`src/rtl/interrupt_controller.sv`:
```
// Four-source interrupt controller with a fixed lowest-index-first priority.
// It captures requests into pending bits, signals the CPU and waits for intAck and eoi.
module interrupt_controller #(
    parameter int ACK_TIMEOUT = 255
) (
    input  logic        clk,
    input  logic        rst,
    input  logic [3:0]  srcReq,
    input  logic [63:0] srcData,
    input  logic        maskWe,
    input  logic [3:0]  maskIn,
    input  logic        intAck,
    input  logic        eoi,
    output logic        interruptSignal,
    output logic [3:0]  interruptIndex,
    output logic [15:0] data,
    output logic [3:0]  pending,
    output logic        busy,
    output logic [1:0]  dbgState
);

    typedef enum logic [1:0] {
        ST_IDLE    = 2'd0,
        ST_REQ     = 2'd1,
        ST_SERVICE = 2'd2
    } state_t;

    localparam logic [15:0] LP_LAST = 16'(ACK_TIMEOUT - 1);

    state_t      r_state;
    logic [3:0]  r_mask;
    logic [3:0]  r_pending;
    logic [15:0] r_latch [4];
    logic [15:0] r_cnt;
    logic [3:0]  r_index;
    logic [15:0] r_data;
    logic        r_irq_n;
    logic        r_busy;

    logic [3:0]  w_cap;
    logic [3:0]  w_keep;
    logic [3:0]  w_ack_clr;
    logic [3:0]  w_pend_next;
    logic [1:0]  w_pri_idx;
    logic        w_mask_drop;
    logic        w_ack;

    always_comb begin
        w_cap       = ~srcReq & r_mask;
        w_keep      = maskWe ? maskIn : 4'hF;
        w_mask_drop = (r_state == ST_REQ) && maskWe && !maskIn[r_index[1:0]];
        w_ack       = (r_state == ST_REQ) && intAck && !w_mask_drop;
        w_ack_clr   = w_ack ? (4'b0001 << r_index[1:0]) : 4'b0000;
        // Captures are OR-ed in last so a same-edge set beats any clear.
        w_pend_next = (r_pending & w_keep & ~w_ack_clr) | w_cap;
        w_pri_idx   = 2'd0;
        for (int i = 3; i >= 0; i--) begin
            if (r_pending[i]) begin
                w_pri_idx = 2'(i);
            end
        end
    end

    always_ff @(posedge clk or posedge rst) begin
        if (rst) begin
            r_state   <= ST_IDLE;
            r_mask    <= 4'b0001;
            r_pending <= 4'b0000;
            r_cnt     <= 16'd0;
            r_index   <= 4'd0;
            r_data    <= 16'd0;
            r_irq_n   <= 1'b1;
            r_busy    <= 1'b0;
            for (int i = 0; i < 4; i++) begin
                r_latch[i] <= 16'd0;
            end
        end else begin
            r_pending <= w_pend_next;
            if (maskWe) begin
                r_mask <= maskIn;
            end
            for (int i = 0; i < 4; i++) begin
                if (w_cap[i]) begin
                    r_latch[i] <= srcData[16*i +: 16];
                end
            end
            case (r_state)
                ST_IDLE: begin
                    if (r_pending != 4'b0000) begin
                        r_state <= ST_REQ;
                        r_index <= {2'b00, w_pri_idx};
                        r_data  <= r_latch[w_pri_idx];
                        r_cnt   <= 16'd0;
                        r_irq_n <= 1'b0;
                    end
                end
                ST_REQ: begin
                    if (w_mask_drop) begin
                        r_state <= ST_IDLE;
                        r_irq_n <= 1'b1;
                    end else if (w_ack) begin
                        r_state <= ST_SERVICE;
                        r_irq_n <= 1'b1;
                        r_busy  <= 1'b1;
                    end else if (r_cnt == LP_LAST) begin
                        r_state <= ST_IDLE;
                        r_irq_n <= 1'b1;
                    end else if (r_cnt != 16'hFFFF) begin
                        r_cnt <= r_cnt + 16'd1;
                    end
                end
                ST_SERVICE: begin
                    if (eoi) begin
                        r_state <= ST_IDLE;
                        r_busy  <= 1'b0;
                    end
                end
                default: begin
                    r_state <= ST_IDLE;
                    r_irq_n <= 1'b1;
                    r_busy  <= 1'b0;
                end
            endcase
        end
    end

    assign interruptSignal = r_irq_n;
    assign interruptIndex  = r_index;
    assign data            = r_data;
    assign pending         = r_pending;
    assign busy            = r_busy;
    assign dbgState        = r_state;

endmodule

```
`config.mk`:
```
export PLATFORM = sky130hd
export DESIGN_NAME = interrupt_controller
export DESIGN_NICKNAME = d
export VERILOG_FILES = /design/src/rtl/interrupt_controller.sv
export SDC_FILE = /design/constraint.sdc
export NUM_CORES = 1
export LEC_CHECK = 0
export ABC_AREA = 0
export BUFFER_PORTS_ARGS = -buffer_cell sky130_fd_sc_hd__buf_2
export CORE_UTILIZATION = 59
export DETAILED_ROUTE_END_ITERATION = 16
export PLACE_DENSITY = 0.85
export SETUP_SLACK_MARGIN = 0.2
export SLEW_MARGIN = 15
export SYNTH_ARGS = -nofsm -noshare
export SYNTH_HDL_FRONTEND = slang
export SYNTH_SLANG_ARGS = --single-unit
```
`constraint.sdc`:
```
create_clock -name clk -period 7.5 [get_ports clk]
set_input_delay 0.75 -clock clk [delete_from_list [all_inputs] [get_ports clk]]
set_output_delay 0.75 -clock clk [all_outputs]
set_load 0.05 [all_outputs]
```
; ---- Yosys cells after proc, flatten, opt, wreduce, memory -nomap -nowiden
; Cells that the tools add are included.
[op_classes]
addsub = 1
n_lt_le_gt_ge = 2
eq_ne = 12
n_shift = 1
mux = 32
n_bitwise = 9
reduce_logical = 14
[ops]
columns = operator, n
row1 = 16-bit two-way mux, 7
row2 = 16-bit binary-select mux with 2-bit select, 1
row3 = 16-bit case mux with 2 select lines, 1
row4 = 2-bit two-way mux, 9
row5 = 16-bit by 1-bit adder with 16-bit output (second input constant), 1
row6 = 16-bit by 8-bit equality test with 1-bit output (second input constant), 1
row7 = 16-bit inequality test (second input constant), 1
row8 = 4-bit bitwise AND, 3
row9 = 2-bit inequality test (second input constant), 6
row10 = 1-bit two-way mux, 8
row11 = 4-bit two-way mux, 2
row12 = 4-bit NOT, 2
row13 = 1-bit case mux with 3 select lines, 2
row14 = 2-bit case mux with 3 select lines, 1
row15 = 3-bit AND reduction, 2
row16 = 6-bit AND reduction, 1
row17 = 1-bit logical AND, 4
row18 = 4-bit by 3-bit inequality test with 1-bit output (second input constant), 1
row19 = 4-bit OR, 1
row20 = 4-bit AND reduction, 1
row21 = 4-bit nonzero test, 1
row22 = 1-bit by 2-bit << shifter with 4-bit output (first input constant), 1
row23 = 3-bit >= comparator (second input constant), 1
row24 = 2-bit by 3-bit less-than comparator with 1-bit output (second input constant), 1
row25 = 10 further kinds, 12
[totals]
ff_bits = 110
out_inout_bits = 28

; ---- Longest topological paths before layout
; Gate-level depths: netlist of run 1.
[depth]
ltp_word = 10
mapped_depth = 8

; ---- Worst setup path after synthesis of run 1
; Ideal clock, no wire load.
[synth_path]
path_kind = register to register
startpoint = reg r_pending[2], in the netlist pending[2]
endpoint = reg r_data[8], in the netlist data[8]
setup_time_ps = 125
t_arrival_ps = 2090
t_required_ps = 7375
slack_ps = 5285
path_stages_with_launch = 6
path_buffers = 1
cell_sequence = dfrtp_1 -> nor2_2 -> nor3_4 -> buf_6 -> mux4_2 -> mux2_2
[synth_between]
elab_chain_cells = 7
elab_cells_between_ends = 9
classes_between = 6 x mux / 1 x bitwise / 2 x reduce/logical
[synth_lines]
columns = item, line
row1 = from (decl), 32  ; logic [3:0] r_pending;
row2 = from (signal assigned), 78  ; r_pending <= w_pend_next;
row3 = 2-bit two-way mux (3 in series), 58  ; if (r_pending[i]) begin
row4 = 2-bit NOT with 3-bit output (implied by the code), 92  ; r_data <= r_latch[w_pri_idx];
row5 = 16-bit binary-select mux with 2-bit select, 92
row6 = 16-bit two-way mux (implied by the code) (2 in series), 92
row7 = to (signal assigned), 92
row8 = to (decl), 36  ; logic [15:0] r_data;
; Parallel ways exist; a longest one is shown, timed or not. The select of a mux whose other input is x is not followed.
; A chain may end at the register's enable or synchronous reset.

; ---- Final worst setup path of run 1
[layout_path]
startpoint = reg r_pending[0], in the netlist pending[0]
endpoint = reg r_data[13], in the netlist data[13]
[layout_between]
elab_chain_cells = 5
elab_cells_between_ends = 7
classes_between = 4 x mux / 1 x bitwise / 2 x reduce/logical
[layout_lines]
columns = item, line
row1 = 2-bit two-way mux, 58
row2 = 2-bit NOT with 3-bit output (implied by the code), 92
row3 = 16-bit binary-select mux with 2-bit select, 92
row4 = 16-bit two-way mux (implied by the code) (2 in series), 92
; Parallel ways exist; a longest one is shown, timed or not. The select of a mux whose other input is x is not followed.

==> results of run 1 <==
kinds of logic after synthesis:
| kind of cell | count (synthesis) |
|---|---|
| other | 1 |
| buffers and inverters | 26 |
| AO/OA/AOI/OAI | 56 |
| AND/OR/NAND/NOR | 73 |
| multiplexers | 102 |
| adder cells (fa/ha/maj) | 2 |
| flip-flops | 110 |
path summary, 6_finish.rpt:
path	cells after the start	endpoint	start	slack (ps)
setup / recovery	3	data[13]	pending[0]	5050
hold / removal	2	r_latch[59]	rst	450
setup reg to reg	3	data[13]	pending[0]	5050
hold reg to reg	1	r_latch[51]	r_latch[51]	510
max in group asynchronous	3	r_cnt[0]	rst	5880
min in group clk	1	r_latch[51]	r_latch[51]	510
final cells by class:
class                      count  share of cell area [%]
sequential                   110                   46.62
inverter                       7                  0.4870
clock inverter                 6                  0.8893
tap                          105                   2.223
multi-input combinational    235                   38.79
timing repair buffer         104                   8.893
clock buffer                   9                   2.096
placed cells by master (no fill, tap or decap), types with 5 or more instances in the layout:
cell type	Yosys	layout
clkbuf_8	0	9
o21ai_0	6	6
nand2b_1	6	6
a41oi_1	5	5
buf_2	5	102
nand4_1	5	5
o21ai_1	10	10
mux4_1	6	6
nor2b_1	9	5
nand2_1	16	16
a21oi_1	6	6
mux4_2	11	11
inv_1	7	6
nand3_1	7	7
nor2_1	7	7
mux2_2	83	83
dfrtp_1	108	108
power breakdown:
part           internal [W]  switching [W]
sequential         0.000748       0.000117
combinational      0.000333       0.000512
clock              0.000126       0.000208
total               0.00121       0.000838
metal layers:
layer	GRT usage [%]	vias up	wire [µm]
met1	33.24	1764	4400
met2	45.18	111	5900
met3	7.030	19	567
li1	-	1581	-
met5	0	-	0
met4	10.57	0	275
state kept, by name (all words and copies together), names as in the netlist:
signal,cells
r_latch,64
data,16
r_cnt,16
pending,4
r_mask,4
dbgState,2
interruptIndex,2
busy,1
interruptSignal,1
stage by stage:
step                hold WS (ps)  setup WS (ps)  instance area, µm²
global route               501.0           4963                5909
detailed placement         488.9           5056                5733
floorplan                  464.4           3851                5182
CTS                        474.5           5023                5909
finish                     450.3           5048                5909
global placement           481.4           5119                5733
synthesized netlist by cell type (7+ instances only):
master	count	area share [%]
inv_1	7	0.51
mux4_2	11	4.8
nor2_1	7	0.51
nand2_1	16	1.2
nor2b_1	9	1.1
dfrtp_1	108	52
nand3_1	7	0.68
mux2_2	83	18
o21ai_1	10	0.97
critical path: cells and delay by family (launching register included):
kind          cells  cell delay, ps
flops             1             480
mux               2             940
simple gates      1             930
==> impl_results.rst, run 1 <==
.. list-table::
   :header-rows: 1

   * - Metric
     - Value
   * - Run status
     - completed
   * - EDFF count, synth
     - 0
   * - GRT Residual Overflow
     - 0
   * - Setup-violating endpoint count in the final report
     - 0
   * - Mapped Area
     - roughly 0.0052 mm²
   * - Clock tree from TritonCTS
     - done
   * - Adder-Cell Fraction of Synth Area
     - 0.4832%
   * - Final Util
     - just over 70%
   * - Leading register cell type out of synthesis
     - dfrtp_1
   * - Post-detailed-route count of antenna-violating nets
     - 0
   * - All-Layer GR Usage
     - 26.84%
   * - Critical path startpoint category
     - flip-flop
   * - Die Span Y
     - 95.69 µm
   * - Min-delay worst type
     - in2async
   * - Post-route clock period utilization
     - 32.69%
   * - Worst IR drop on VDD
     - 170.5 µV
   * - Antenna Diode Count
     - 0
   * - H-tree levels
     - 3
   * - Max Fclk
     - about 410 MHz
   * - Share of final-layout standard cells stronger than drive strength 1
     - between 50 and 60%
   * - Xor and xnor fraction of the mapped netlist area
     - 0%
   * - Maximum number of pins on one net before global-route repair
     - 60
   * - Synth Warn #
     - 0
   * - Number of nets at the end of the flow
     - about 550
   * - Routed via count
     - 3,475
   * - DRT iter0 DRCs
     - about 170
   * - Num rows
     - 33
   * - Die ar.
     - 0.009157 mm²
   * - Min cycle time layout
     - 2452 ps
   * - Maximum fanout count along the critical path
     - 17
   * - Share of synthesized cell area in and, or, nand and nor gates
     - 8.915%
   * - Worst-Margin Slew
     - between 1000 and 1500 ps
   * - Delay of the slowest cell on the worst path
     - approximately 930 ps
   * - Starting utilization of the core area
     - between 60% and 70%
   * - CTS max path bufs
     - 2
   * - Max-slew headroom
     - a little over a quarter
   * - Pre-Repair DR Iteration Count
     - 4
   * - Required time at the endpoint of the critical path
     - 7770 ps
   * - Routed length per placed instance
     - 19.35 µm
   * - Slowest stage cell on the critical path
     - nor3_4
   * - Antenna violations before repair
     - 0
   * - TritonCTS Buffers
     - 9
   * - Post-CTS sizing
     - 0
   * - Post-DP HPWL
     - 7.755 mm
   * - Multi-input logic area
     - 0.002292 mm²
   * - Placeable core area
     - 0.008341 mm²
   * - Clk Latency, worst-skew pair
     - about 380 ps
   * - Post-synthesis register bit count
     - 110
   * - Critical path endpoint category
     - flip-flop
   * - Max-cap viol count
     - 0
   * - Critical path arrival
     - 2720 ps
   * - Number of remaining DRC errors
     - 0
   * - Clock tree skew after final layout
     - 11.69 ps
   * - Async S/R FF share, synth
     - 100.0%
   * - Overall die width
     - approximately 96 µm
   * - Storage cell area
     - 0.002755 mm²
   * - Filler Cells Inserted
     - 581
   * - Compound-Gate Fraction of Synth Area
     - 8.094%
   * - WS Path Type
     - reg2reg
   * - Cell total after placement
     - 561
   * - Count of mapped cells out of synthesis
     - 370
   * - Avg Vias per Cell
     - 6.033
   * - Max-slew violations
     - 0
   * - Count of final hold-check violations
     - 0
   * - Final wirelength
     - 11.14 mm
   * - Overall Power
     - 0.002045 W
   * - Pwr/cell area
     - about 350 mW/mm²
   * - Master cell of the clock root buffer
     - clkbuf_8
   * - Clock edge transition at the registers on the reported setup and hold paths
     - ~110 ps
   * - Number of top-level pins
     - around 110
   * - Largest family of logic cells by synthesized area
     - multiplexers
   * - Final non-filler cell total
     - 576
   * - Mean instance size in the synthesized netlist
     - around 14 µm²
   * - Number of sinks driven by the clock tree
     - 110
   * - Number of I/O port buffers
     - 102
   * - # hold bufs at CTS
     - 0
   * - Number of global-route vias before repair
     - 3,610
   * - Number of distinct library cells after synthesis
     - 64
   * - Seq/Total Area, Yosys
     - between 50% and 60%
   * - Setup fix buffers added after clock tree synthesis
     - 0
   * - Static power due to leakage
     - 2.603 nW
   * - Placer congestion estimate
     - between 0.7 and 0.8
   * - Global-route wire length before repair
     - 18.04 mm
   * - Portion of netlist area occupied by mux cells
     - 26.36%
   * - Setup repair after global routing missed its margin
     - false
   * - Setup_tns
     - 0 ps
   * - CP cell instances
     - nor3_4 -> mux4_1 -> mux2_2
   * - Area growth from synthesis to layout
     - 14.11%
(Power assumes the default switching activity.)
==> run 2: changes to the inputs <==
Settings changed: CORE_UTILIZATION 59 to 55, PLACE_DENSITY 0.85 to 0.8.
Clock period 7.5 ns to 2.4 ns, I/O delays scaled along.
==> run 2 against run 1 <==
Effect of this change: the flow now finishes with violations (hold timing); setup slack worse by 4600 ps; via count rose by 1.8%; cell count is 2.8% higher; largest power group is now combinational cells.
==> impl_results.rst, run 2 (synthesis results as in run 1) <==
.. list-table::
   :header-rows: 1

   * - Metric
     - Value
   * - Logic depth of the worst register-to-register path
     - 4 (+1)
   * - Commonest non-fill, non-tap cell in the layout
     - dfrtp_1
   * - Avg Vias per Cell
     - 5.978 (-0.91%)
   * - Max FFs per register
     - 64 (unchanged)
   * - Final Util
     - 65.80% (-5.1 points)
   * - CP Launch Point
     - pending[0]
   * - Required time at the endpoint of the critical path
     - 2670 ps (-5100 ps)
   * - Run status
     - finished with violations
   * - # hold bufs at CTS
     - 0 (unchanged)
   * - Pwr/cell area
     - 1097 mW/mm² (+220%)
   * - Setup_tns
     - 0 ps (unchanged)
   * - Antenna Diode Count
     - 0 (unchanged)
   * - Worst IR drop on VDD
     - 606.9 µV (+260%)
   * - Min cycle time layout
     - 1958 ps (-494.2 ps)
   * - Maximum number of pins on one net before global-route repair
     - 111 (+85%)
   * - Setup fix buffers added after clock tree synthesis
     - 0 (unchanged)
   * - GRT Residual Overflow
     - 0 (unchanged)
   * - WS Path Type
     - reg2reg
   * - Placeable core area
     - 0.009196 mm² (+10%)
   * - Number of I/O port buffers
     - 102 (unchanged)
   * - TritonCTS Buffers
     - 9 (unchanged)
   * - Area growth from synthesis to layout
     - 16.84%
   * - Critical path endpoint category
     - flip-flop
   * - Overall die width
     - 99.04 µm (+3.5%)
   * - Tightest hold margin
     - -10.35 ps (-460.6 ps)
   * - Maximum fanout count along the critical path
     - 14 (-3)
   * - Clk Latency, worst-skew pair
     - 390 ps (about the same)
   * - Clock edge transition at the registers on the reported setup and hold paths
     - 110 ps (about the same)
   * - Setup-violating endpoint count in the final report
     - 0 (unchanged)
   * - Clock tree skew after final layout
     - 16.11 ps (+4.419 ps)
   * - Die ar.
     - 0.009808 mm² (+7.1%)
   * - Max-slew headroom
     - 60.71% (+34 points)
   * - Number of global-route vias before repair
     - 3,786 (+4.9%)
   * - Number of top-level pins
     - 105 (unchanged)
   * - Post-DP HPWL
     - 8.172 mm (+5.4%)
   * - Starting utilization of the core area
     - 56.31% (-5.8 points)
   * - Routed length per placed instance
     - 19.22 µm (-0.63%)
   * - Max-slew violations
     - 0 (unchanged)
   * - Placer congestion estimate
     - 0.9709 (+23%)
   * - Flop2flop setup slack
     - 440 ps (-4610 ps)
   * - Master cell of the clock root buffer
     - clkbuf_8
   * - Die Span Y
     - 99.04 µm (+3.5%)
   * - Post-CTS sizing
     - 0 (unchanged)
   * - Number of nets at the end of the flow
     - 555 (+1.6%)
   * - Num rows
     - 35 (+6.1%)
   * - R2r endpoint
     - data[9]
   * - DRT iter0 DRCs
     - 268 (+55%)
   * - Static power due to leakage
     - 2.663 nW (+2.3%)
   * - Area after detailed placement
     - 0.005837 mm² (+1.8%)
   * - Largest register by flop count
     - r_latch
   * - Routed via count
     - 3,539 (+1.8%)
   * - Final wirelength
     - 11.38 mm (+2.1%)
   * - Worst-Margin Slew
     - 589.3 ps (-500.4 ps)
   * - Clock tree from TritonCTS
     - done
   * - Commonest non-fill, non-tap cells in the layout
     - dfrtp_1, buf_2, mux2_2
   * - Global-route wire length before repair
     - 18.46 mm (+2.3%)
   * - Critical path startpoint category
     - flip-flop
   * - Antenna violations before repair
     - 0 (unchanged)
   * - Max-cap viol count
     - 0 (unchanged)
   * - Max Fclk
     - 510.8 MHz (+25%)
   * - Reg-to-reg startpoint
     - pending[0]
   * - Number of remaining DRC errors
     - 0 (unchanged)
   * - Pre-Repair DR Iteration Count
     - 6 (+2)
   * - CTS max path bufs
     - 2 (unchanged)
   * - H-tree levels
     - 3 (unchanged)
   * - Number of sinks driven by the clock tree
     - 110 (unchanged)
   * - Share of final-layout standard cells stronger than drive strength 1
     - 51.98% (+1.4 points)
   * - Post-route design area
     - 0.006051 mm² (+2.4%)
   * - Setup repair after global routing missed its margin
     - false
   * - Post-detailed-route count of antenna-violating nets
     - 0 (unchanged)
   * - Failing checks
     - hold timing
   * - All-Layer GR Usage
     - 24.91% (-1.9 points)
   * - Critical path arrival
     - 2230 ps (-490 ps)
   * - Min-delay worst type
     - in2async
   * - Post-route clock period utilization
     - 81.57% (+49 points)
   * - Count of final hold-check violations
     - 12 (+12)
[run 2: worst max-delay path by stage]
stage,slack (ps),end
6_report,440,data[9]
5_1_grt,320,r_cnt[2]
4_1_cts,430,data[9]
3_5_place_dp,460,data[9]
3_3_place_gp,540,data[9]
2_1_floorplan,210,data[8]
[run 2: routing by layer]
layer  vias to the layer above  track usage [%]  part of all wire [%]
met3                        18            5.248                   5.4
met2                       118            42.76                    53
met1                      1805            30.69                    40
met5                         -                0                     0
met4                         0            10.56                   2.1
li1                       1598                -                     -
[run 2: area by class of cell]
cell class / count / area (µm²)
fill: 671 / 3146
sequential: 110 / 2758
multi-input combinational: 235 / 2292
timing repair buffer: 113 / 618.1
tap: 111 / 138.9
clock buffer: 9 / 123.9
clock inverter: 7 / 90.09
inverter: 7 / 30.03
[run 2: worst max-delay path, stage by stage (launching register included)]
cell and delay, ps:
dfrtp_1 480, nor3_4 230, buf_4 270, mux4_1 590, mux2_2 270
[run 2: stage by stage]
| step | hold slack, ps | power (W) | worst slack, ps | instances |
|---|---|---|---|---|
| after global routing | 57.08 | 0.006967 | 323.3 | 592 |
| after detailed placement | 459.6 | 0.005495 | 462.5 | 576 |
| final | -10.35 | 0.006641 | 442.4 | 592 |
| after floorplan | 391.6 | 0.004778 | 213.4 | 371 |
| after global placement | 447.0 | 0.005363 | 540.1 | 576 |
| after CTS | 38.99 | 0.006686 | 433.8 | 592 |
[run 2: where the power goes]
part | switching [W] | internal, W | total, W
Clock | 0.000681 | 0.000506 | 0.00119
Combinational | 0.00163 | 0.00111 | 0.00274
Sequential | 0.000372 | 0.00234 | 0.00271
Total | 0.00268 | 0.00396 | 0.00664
==> run 3: changes to the inputs <==
Settings changed: ABC_AREA 0 to 1.
Clock period 2.4 ns to 1.9 ns, I/O delays scaled along.
==> run 3 against run 2 <==
Effect of this change: the run now ends clean; utilization increased by 2.6 points; setup slack got worse by 170 ps; largest power group unchanged; sequential share of layout area decreased by 2.2 points; total power increased by 30%; register-to-register slack got worse by 170 ps; via count increased by 32%; critical path depth increased by 6.
==> impl_results.rst, run 3 <==
.. list-table::
   :header-rows: 1

   * - Metric
     - Value
   * - Share of total power in sequential cells
     - 37.6% (-3.2 points)
   * - Post-detailed-route count of antenna-violating nets
     - 0 (unchanged)
   * - Placer congestion estimate
     - 0.8297 (-15%)
   * - R2r endpoint
     - r_cnt[14]
   * - Tightest hold margin
     - 30.46 ps (+40.81 ps)
   * - Clock edge transition at the registers on the reported setup and hold paths
     - 120 ps (about the same)
   * - Antenna violations before repair
     - 0 (unchanged)
   * - Max-slew violations
     - 0 (unchanged)
   * - Filler Cells Inserted
     - 766 (+14%)
   * - Maximum number of pins on one net before global-route repair
     - 102 (-8.1%)
   * - Pwr/cell area
     - 1353 mW/mm² (+23%)
   * - All-Layer GR Usage
     - 27.76% (+2.8 points)
   * - Largest register by flop count
     - r_latch
   * - Commonest non-fill, non-tap cell in the layout
     - nand2_1
   * - Number of global-route vias before repair
     - 4,612 (+22%)
   * - Leading register cell type out of synthesis
     - dfrtp_1
   * - Min cycle time layout
     - 1623 ps (-334.8 ps)
   * - Post-DP HPWL
     - 9.633 mm (+18%)
   * - Most frequent cells after synthesis
     - dfrtp_1, nand2_1, a21oi_1
   * - GRT Residual Overflow
     - 0 (unchanged)
   * - CP Launch Point
     - r_cnt[1]
   * - Avg Vias per Cell
     - 5.388 (-9.9%)
   * - Die Span Y
     - 100.6 µm (+1.6%)
   * - Max-cap viol count
     - 0 (unchanged)
   * - Largest area contributor in the netlist
     - dfrtp_1
   * - Die ar.
     - 0.01012 mm² (+3.2%)
   * - Synth Warn #
     - 0 (unchanged)
   * - Number of nets at the end of the flow
     - 811 (+46%)
   * - Clk Latency, worst-skew pair
     - 380 ps (about the same)
   * - Seq/Total Area, Yosys
     - 51.53% (-1.7 points)
   * - Run status
     - completed
   * - Switch Pwr
     - 0.003968 W (+48%)
   * - Commonest non-fill, non-tap cells in the layout
     - nand2_1, buf_2, a21oi_1, dfrtp_1, nor2_1
   * - Max FFs per register
     - 64 (unchanged)
   * - Min-delay worst type
     - in2reg
   * - CP cell instances
     - buf_4 -> ha_1 -> nand3_1 -> nor2_1 -> nand2_1 -> nand2_4 -> nand2_8 -> nand2_8 -> nand2_1 -> nand2_1
   * - Share of final-layout standard cells stronger than drive strength 1
     - 28.09% (-24 points)
   * - Worst IR drop on VDD
     - 1604 µV (+160%)
   * - Maximum fanout count along the critical path
     - 9 (-5)
   * - Multi-input logic area
     - 0.002293 mm² (about the same)
   * - Area growth from synthesis to layout
     - 19.26%
   * - Max Fclk
     - 616.2 MHz (+21%)
   * - Max-slew headroom
     - 60.84% (+0.13 points)
   * - Top-count cell post-synth
     - dfrtp_1
   * - CTS max path bufs
     - 2 (unchanged)
   * - Master cell of the clock root buffer
     - clkbuf_8
   * - TritonCTS Buffers
     - 9 (unchanged)
   * - Clock tree from TritonCTS
     - done
   * - Area contributors post-synth
     - dfrtp_1, a21oi_1, nand2_1
   * - Critical path arrival
     - 1890 ps (-340 ps)
   * - Mapped Area
     - 0.005346 mm² (+3.2%)
   * - Final wirelength
     - 13.39 mm (+18%)
   * - Async S/R FF share, synth
     - 100.0% (unchanged)
   * - Reg-to-reg startpoint
     - r_cnt[1]
   * - Worst-Margin Slew
     - 587.4 ps (-1.969 ps)
   * - Starting utilization of the core area
     - 57.32% (+1.0 points)
   * - Internal power
     - 0.004661 W (+18%)
   * - H-tree levels
     - 3 (unchanged)
   * - Critical path startpoint category
     - flip-flop
   * - Pre-Repair DR Iteration Count
     - 4 (-2)
   * - Post-synthesis register bit count
     - 110 (unchanged)
   * - Number of top-level pins
     - 105 (unchanged)
   * - DRT iter0 DRCs
     - 244 (-9.0%)
   * - Setup repair after global routing missed its margin
     - true
   * - Number of distinct library cells after synthesis
     - 33 (-48%)
   * - Count of final hold-check violations
     - 0 (-12)
   * - Fraction of power spent switching nets
     - 45.98% (+5.6 points)
   * - Critical path destination
     - r_cnt[14]
   * - Most Frequent Cell on Critical Path
     - nand2_1
   * - Count of mapped cells out of synthesis
     - 628 (+70%)
   * - Combinational cell fraction of total power
     - 46.2% (+4.9 points)
   * - Storage cell area
     - 0.002764 mm² (+0.23%)
   * - Routed via count
     - 4,666 (+32%)
   * - Number of I/O port buffers
     - 102 (unchanged)
   * - Hold Path Depth
     - 2
   * - Clock tree skew after final layout
     - 16.60 ps (+0.4954 ps)
   * - Placeable core area
     - 0.009328 mm² (+1.4%)
   * - Critical path endpoint category
     - flip-flop
   * - Logic depth of the worst register-to-register path
     - 10 (+6)
   * - Setup-violating endpoint count in the final report
     - 0 (unchanged)
   * - Required time at the endpoint of the critical path
     - 2170 ps (-500 ps)
   * - Static power due to leakage
     - 3.091 nW (+16%)
   * - Global-route wire length before repair
     - 21.72 mm (+18%)
   * - Mean instance size in the synthesized netlist
     - 8.513 µm² (-39%)
   * - Antenna Diode Count
     - 0 (unchanged)
   * - Setup_tns
     - 0 ps (unchanged)
   * - EDFF count, synth
     - 0 (unchanged)
   * - Slowest stage cell on the critical path
     - dfrtp_1
   * - Post-route clock period utilization
     - 85.41% (+3.8 points)
   * - Final Util
     - 68.36% (+2.6 points)
   * - Clock power share
     - 16.2% (-1.7 points)
   * - WS Path Type
     - reg2reg
   * - Overall die width
     - 100.6 µm (+1.6%)
   * - Share of the synthesized area in the top cell type
     - 50.55% (-1.6 points)
   * - Number of remaining DRC errors
     - 0 (unchanged)
   * - Number of sinks driven by the clock tree
     - 110 (unchanged)
   * - Flop2flop setup slack
     - 280 ps (-170 ps)
   * - Delay of the slowest cell on the worst path
     - 410 ps (-180 ps)
   * - Num rows
     - 35 (unchanged)
   * - Routed length per placed instance
     - 15.46 µm (-20%)
-- run 3: cell count changes in the layout (fill, tap and decap cells not counted), moves of 11 or more --
cell     delta
mux4_2     -11
inv_1      +55
mux2_2     -51
a21oi_1    +95
nand3_1    +19
nor2_1     +60
nand2_1    +88
o21ai_0    +41
-- run 3: routing by layer --
| metal | share of wire (%) | up-vias | track usage, % |
|---|---|---|---|
| met5 | 0 | - | 0 |
| met4 | 2.4 | 0 | 10.59 |
| met3 | 6.0 | 28 | 4.993 |
| met2 | 50 | 155 | 45.84 |
| met1 | 41 | 2219 | 36.72 |
| li1 | - | 2264 | - |
-- run 3: what timing repair did --
action	CTS	global route
hold endpoints to repair	9	0
pin swaps	1	4
hold buffers	1	0
setup buffers	0	4
resized for setup	4	17
gates cloned	1	1
setup endpoints to repair	16	34
-- run 3: worst min path at each step --
stage	from	endpoint	slack, ps
detailed placement	rst	r_latch[31]	140
global placement	rst	r_latch[29]	140
CTS	srcData[19]	r_latch[35]	20
finish	srcData[19]	r_latch[35]	30
global route	srcData[24]	r_latch[40]	30
floorplan	maskWe	r_mask[0]	260
-- run 3: kinds of logic (layout without fill, tap and decap cells) --
| family | Yosys count | after routing | synth area share [%] |
|---|---|---|---|
| compound gates | 156 | 156 | 14.77 |
| xor+xnor | 2 | 2 | 0.3277 |
| fa+ha+maj | 2 | 2 | 0.4680 |
| buf+inv | 96 | 202 | 7.582 |
| flops | 110 | 110 | 51.53 |
| mux | 32 | 32 | 6.740 |
| other cells | 1 | 2 | 0.07014 |
| simple gates | 229 | 231 | 18.51 |
-- run 3: power groups by stage --
stage	clock network, W	registers (W)	logic, W
after CTS	0.00143	0.00324	0.00384
after global routing	0.00151	0.00330	0.00433
after global placement	0	0.00326	0.00367
final	0.00140	0.00324	0.00399
after detailed placement	0	0.00328	0.00376
after floorplan	0	0.00406	0.00192
-- run 3: through the flow --
stage	setup WS (ps)	cell area (µm²)	total power (W)	instances
3_5_place_dp	132.0	6026	0.007045	843
3_3_place_gp	219.0	6026	0.006937	843
5_1_grt	185.5	6376	0.009138	866
2_1_floorplan	256.1	5360	0.005987	629
6_report	277.2	6376	0.008629	866
4_1_cts	204.5	6270	0.008509	861
-- run 3: layout make-up --
class,count,area share (%)
tap,129,2.531
clock buffer,9,1.943
sequential,110,43.35
timing repair buffer,122,11.11
inverter,64,3.885
clock inverter,7,1.217
multi-input combinational,425,35.97
-- run 3: critical path, delay by kind of cell, from the launching register on --
family,cells,cell delay (ps)
flops,1,410
buf+inv,1,150
simple gates,8,740
fa+ha+maj,1,200
